### config.mk
export PLATFORM = sky130hd
export DESIGN_NAME = acc_requant
export DESIGN_NICKNAME = d
export VERILOG_FILES = /design/src/rtl/acc_requant.sv
export SDC_FILE = /design/constraint.sdc
export NUM_CORES = 1
export LEC_CHECK = 0
export ABC_AREA = 0
export CORE_MARGIN = 2
export CORE_UTILIZATION = 27
export DETAILED_ROUTE_END_ITERATION = 8
export GPL_TIMING_DRIVEN = 0
export PLACE_DENSITY_LB_ADDON = 0.2
export SYNTH_ARGS = -nofsm -noshare
export SYNTH_HDL_FRONTEND = slang
export SYNTH_SLANG_ARGS = --single-unit
### constraint.sdc
create_clock -name clk -period 18.6 [get_ports clk]
set_input_delay 2.79 -clock clk [delete_from_list [all_inputs] [get_ports clk]]
set_output_delay 2.79 -clock clk [all_outputs]
set_load 0.01 [all_outputs]
### src/rtl/acc_requant.sv
// rtl/acc_requant.sv - MAC output stage: bias add, round/shift, saturate to OUT_W, result FIFO
// Optional: define REQUANT_RELU_EN to clamp negative results to zero before saturation.
module acc_requant #(
   parameter int ACC_W      = 40,
   parameter int OUT_W      = 16,
   parameter int FIFO_DEPTH = 4
) (
   input  logic             clk,
   input  logic             rst_n,
   input  logic [ACC_W-1:0] acc_in,
   input  logic             acc_valid,
   input  logic [31:0]      bias,
   input  logic [5:0]       shift_amt,
   output logic             acc_ready,
   output logic [OUT_W-1:0] out_data,
   output logic             out_valid,
   input  logic             out_ready,
   input  logic             clr_ovf,
   output logic             ovf_flag,
   output logic [15:0]      sat_cnt
);

   localparam int AW = $clog2(FIFO_DEPTH);
   localparam int SW = ACC_W + 2;
   localparam logic signed [SW-1:0] MAX_V = {{(SW-OUT_W+1){1'b0}}, {(OUT_W-1){1'b1}}};
   localparam logic signed [SW-1:0] MIN_V = ~MAX_V;

   // stage 1: bias add and shift clamp
   logic signed [ACC_W:0] sum_c;
   logic [5:0]            sh_c;
   logic                  s1_valid;
   logic signed [ACC_W:0] s1_sum;
   logic [5:0]            s1_sh;

   assign sum_c = $signed({acc_in[ACC_W-1], acc_in})
                + $signed({{(ACC_W+1-32){bias[31]}}, bias});
   assign sh_c  = (shift_amt > 6'(ACC_W)) ? 6'(ACC_W) : shift_amt;

   always_ff @(posedge clk or negedge rst_n) begin
      if (!rst_n) begin
         s1_valid <= 1'b0;
         s1_sum   <= '0;
         s1_sh    <= '0;
      end else begin
         s1_valid <= acc_valid;
         if (acc_valid) begin
            s1_sum <= sum_c;
            s1_sh  <= sh_c;
         end
      end
   end

   // stage 2: round half toward +inf, arithmetic shift, saturate
   logic signed [SW-1:0]  ext;
   logic signed [SW-1:0]  rnd;
   logic signed [SW-1:0]  t;
   logic [OUT_W-1:0]      q_c;
   logic                  sat_c;
   logic                  s2_valid;
   logic [OUT_W-1:0]      s2_data;
   logic                  s2_sat;

   always_comb begin
      ext = {s1_sum[ACC_W], s1_sum};
      rnd = '0;
      if (s1_sh != 6'd0)
         rnd[s1_sh - 6'd1] = 1'b1;
      t = (ext + rnd) >>> s1_sh;
`ifdef REQUANT_RELU_EN
      if (t[SW-1])
         t = '0;
`endif
      sat_c = 1'b0;
      q_c   = t[OUT_W-1:0];
      if (t > MAX_V) begin
         q_c   = MAX_V[OUT_W-1:0];
         sat_c = 1'b1;
      end else if (t < MIN_V) begin
         q_c   = MIN_V[OUT_W-1:0];
         sat_c = 1'b1;
      end
   end

   always_ff @(posedge clk or negedge rst_n) begin
      if (!rst_n) begin
         s2_valid <= 1'b0;
         s2_data  <= '0;
         s2_sat   <= 1'b0;
      end else begin
         s2_valid <= s1_valid;
         if (s1_valid) begin
            s2_data <= q_c;
            s2_sat  <= sat_c;
         end
      end
   end

   // result FIFO, first-word fall-through
   logic [OUT_W-1:0] mem [FIFO_DEPTH];
   logic [AW-1:0]    wr_ptr;
   logic [AW-1:0]    rd_ptr;
   logic [AW:0]      count;
   logic             full;
   logic             pop;
   logic             push;
   logic [AW+1:0]    pending;

   assign full      = (count == (AW+1)'(FIFO_DEPTH));
   assign out_valid = (count != '0);
   assign pop       = out_valid && out_ready;
   assign push      = s2_valid && (!full || pop);
   assign out_data  = out_valid ? mem[rd_ptr] : '0;
   assign pending   = (AW+2)'(count) + (AW+2)'(s1_valid) + (AW+2)'(s2_valid);
   assign acc_ready = (pending < (AW+2)'(FIFO_DEPTH));

   always_ff @(posedge clk) begin
      if (push)
         mem[wr_ptr] <= s2_data;
   end

   always_ff @(posedge clk or negedge rst_n) begin
      if (!rst_n) begin
         wr_ptr <= '0;
         rd_ptr <= '0;
         count  <= '0;
      end else begin
         if (push)
            wr_ptr <= wr_ptr + 1'b1;
         if (pop)
            rd_ptr <= rd_ptr + 1'b1;
         case ({push, pop})
            2'b10:   count <= count + 1'b1;
            2'b01:   count <= count - 1'b1;
            default: count <= count;
         endcase
      end
   end

   // a new drop outranks a same-edge clear; sat_cnt clear suppresses that edge's increment
   always_ff @(posedge clk or negedge rst_n) begin
      if (!rst_n) begin
         ovf_flag <= 1'b0;
         sat_cnt  <= '0;
      end else begin
         if (s2_valid && !push)
            ovf_flag <= 1'b1;
         else if (clr_ovf)
            ovf_flag <= 1'b0;
         if (clr_ovf)
            sat_cnt <= '0;
         else if (s2_valid && s2_sat && (sat_cnt != 16'hFFFF))
            sat_cnt <= sat_cnt + 16'd1;
      end
   end

endmodule

==> impl_metrics.ini <==
[run_status]
status = finished, final reports clean

[min_path]
hp-start = s1_valid
min_to = s2_valid
hold_path.class = reg -> reg
hold-path-cell-count = 0

[global_routing]
grt.busiest_layer = met2
gr-usage-met1_pct = 22.72
grtUsageMet2_pct = 29.59
grt_pass1_vias = 13440
track_usage_pct = 17.68
grt_max_degree = 61
grt_use_met3_pct = 3.019
overflow = 0
antenna_found_initial = 0
grt_first_pass_wirelength_um = 76970

[clocking]
root_buffer = clkbuf_16
clock_latency_ps = 490
htreeDepth = 4
post_cts_resized = 0
cts.reportedPaths.clkPinSlew_ps = 90
numCtsBuffers = 17
hold_buffers = 0
post_cts.repair.setup_buffers = 0
cts_tree = done
cts_sinks = 154
cts_buffer_depth = 2

[synthesis]
synth_cell_types = 106
avgSynthCellArea_um2 = 8.640
synth_ff_type = dfrtp_1
netlist_top_cells_count = nor2_1, nand2_1, a21oi_1, o21ai_0, dfrtp_1
synth_top_family_by_area = compound AO/OA/AOI/OAI gates
yosysWarnings = 0
synth_top_area_cell = dfrtp_1
synth.ff_latch_count = 154
synth_compound_area_share_pct = 25.18
synthMuxAreaShare_pct = 10.22
async_reset_ff_share_pct = 58.44
synth_xor_area_share_pct = 4.737
yosysMostFrequentCell = nor2_1
yosysTopAreaCellShare_pct = 15.68
synth-edff-count = 64
synth-adder-area-share_pct = 8.082
synth_simple_gate_area_share_pct = 18.78
ys_top_cells_by_area = dfrtp_1, edfxtp_1, ha_1
synth_area_mm2 = 0.01437
ys_seq_area_share_pct = 29.05
syn_inst = 1663
syn_nets = 1837

[timing]
relSlewSlack_pct = 14.34
fmax_ghz = 0.1088
worstMarginPinSlew_ps = 1269
setup-tns-final_ps = 0
layout_min_cycle_time_ps = 9195
setup_violations = 0
drv_slew = 0
whs_ps = 486.0
hold_viol = 0
post-route-period-util_pct = 49.43
fin_worst_skew_ps = 23.11
grt_setup_unrepaired = no

[worst_setup_path]
required_ps = 19000
cpMostUsedCell = buf_1
critPathMaxStageDelay_ps = 840
r2r-end = s2_data[5]
crit_slowest_cell = a32oi_1
path_buf_inv = 7
cp_top_family = compound AO/OA/AOI/OAI gates
r2r-start = s1_sh[0]
crit_path_end_kind = register
criticalPathCategory = reg -> reg
crit_arrival_ps = 9600
crit_path_start_kind = register
crit_fanout = 10
regToRegSetupSlack_ps = 9410
rr_worst_depth = 26

[final_layout]
final_util_pct = 32.44
nNetsFinal = 1973
antenna_cells = 0
stdcell_count = 2500
drive_gt1_share_pct = 10.76
synthToLayoutAreaGrowth_pct = 18.64

[route]
vias = 13540
route.detailed.drc = 0
vias_per_cell = 5.415
wirelength_um = 48670
drtIter0Drc = 872
ant_nets = 0
wl_per_cell_um = 19.47
first_pass_iters = 5

[placement]
place_inst = 2468
post-dp-hpwl_um = 38830
portBuffers = 116
gp_congestion = 0.9106

[floorplanning]
rows = 84
ios = 118
die_x_um = 234.7
fp.dieH_um = 234.7
initial_utilization_pct = 27.34
core_mm2 = 0.05255
dieArea_mm2 = 0.05507

[job]
maxCapViolCount = 0

[power]
ir_drop_uv = 73.20
power_density_mw_per_mm2 = 102.1
p_leak_nw = 6.562
layout make-up:
cell class,count,area (µm²)
Clock buffer,17,425.4
Sequential cell,154,4174
Timing Repair Buffer,117,1186
Inverter,46,172.7
Clock inverter,15,198.9
Buffer,94,395.4
Tap cell,688,860.8
Multi-Input combinational cell,1369,9632
Fill cell,5605,35510
report_power, final:
part           internal, mW  total [mW]  switching [mW]
Sequential            0.443       0.489          0.0461
Clock                 0.194       0.370           0.176
Combinational         0.368       0.881           0.513
state kept, by name (all words and copies together) (netlist names):
name / flops
s1_valid: 1
wr_ptr: 2
s1_sum: 41
s2_data: 16
s2_valid: 1
s2_sat: 1
count: 3
rd_ptr: 2
ovf_flag: 1
s1_sh: 6
sat_cnt: 16
mem: 64
routing by layer:
layer,vias to the layer above,part of all wire (%)
li1,6530,-
met1,6516,45
met2,415,48
met3,76,5.1
met4,0,2.8
met5,-,0
how the worst max path moves through the flow:
stage | startpoint | endpoint | slack (ps) | cells after the start
after global placement | s1_sh[0] | s2_data[8] | 9050 | 28
after detailed placement | s1_sh[0] | s2_data[11] | 9610 | 26
final | s1_sh[0] | s2_data[5] | 9410 | 26
after floorplan | s1_sh[0] | s2_data[11] | 11780 | 30
after CTS | s1_sh[0] | s2_data[11] | 9550 | 26
after global routing | s1_sh[0] | s2_data[11] | 8760 | 26
layout by cell type (no fill, tap or decap), types with 11 or more instances in the layout:
cell | synthesis | routed
nor2_1 | 199 | 199
nand2_1 | 144 | 144
a21oi_1 | 137 | 137
clkdlybuf4s50_1 | 0 | 115
o21ai_0 | 97 | 97
dfrtp_1 | 90 | 90
ha_1 | 88 | 88
edfxtp_1 | 64 | 64
xnor2_1 | 54 | 54
clkbuf_1 | 52 | 52
mux2_2 | 45 | 45
inv_1 | 44 | 44
nand3_1 | 43 | 43
mux2i_1 | 34 | 34
and2_1 | 32 | 32
a211oi_1 | 32 | 32
a21o_1 | 28 | 28
mux4_2 | 27 | 27
nor3_1 | 26 | 26
o211ai_1 | 25 | 25
or3_1 | 24 | 24
nand4_1 | 23 | 23
buf_2 | 20 | 20
xor2_1 | 20 | 20
a31oi_1 | 19 | 19
buf_1 | 17 | 17
clkbuf_16 | 0 | 17
o21a_1 | 16 | 16
and3_1 | 13 | 13
nand2b_1 | 12 | 12
o22ai_1 | 11 | 11
o31ai_1 | 11 | 11
metrics by stage:
step / power [mW] / area (µm²) / setup WS (ps)
floorplan: 1.066 / 14370 / 11780
global placement: 1.367 / 16390 / 9052
detailed placement: 1.372 / 16420 / 9607
CTS: 1.754 / 17050 / 9553
global route: 1.861 / 17050 / 8757
finish: 1.740 / 17050 / 9405
worst reg2reg max path, cell delays in order (launching register included):
cell and delay (ps):
dfrtp_1 510, inv_1 120, clkbuf_1 490, buf_1 470
buf_1 600, buf_1 470, ha_1 240, buf_2 220
o21ai_0 120, a32oi_1 840, nor2_1 90, ha_1 530
nand2_2 220, or3_1 390, a32oi_1 380, o21ai_1 170
mux2i_1 280, nand3b_4 210, mux2i_1 590, nor3_1 120
a211oi_2 460, nand4_1 180, o41a_1 470, o31ai_4 440
buf_6 200, nand3_1 130, a21oi_1 170
cells by family after synthesis:
| kind of cell | after synthesis |
|---|---|
| muxes | 107 |
| adders and majority gates | 91 |
| buffers and inverters | 140 |
| xor gates and xnor gates | 76 |
| AOI/OAI and AO/OA | 527 |
| and+or+nand+nor | 568 |
| DFF | 154 |
Power figures use the tool's default switching activity.
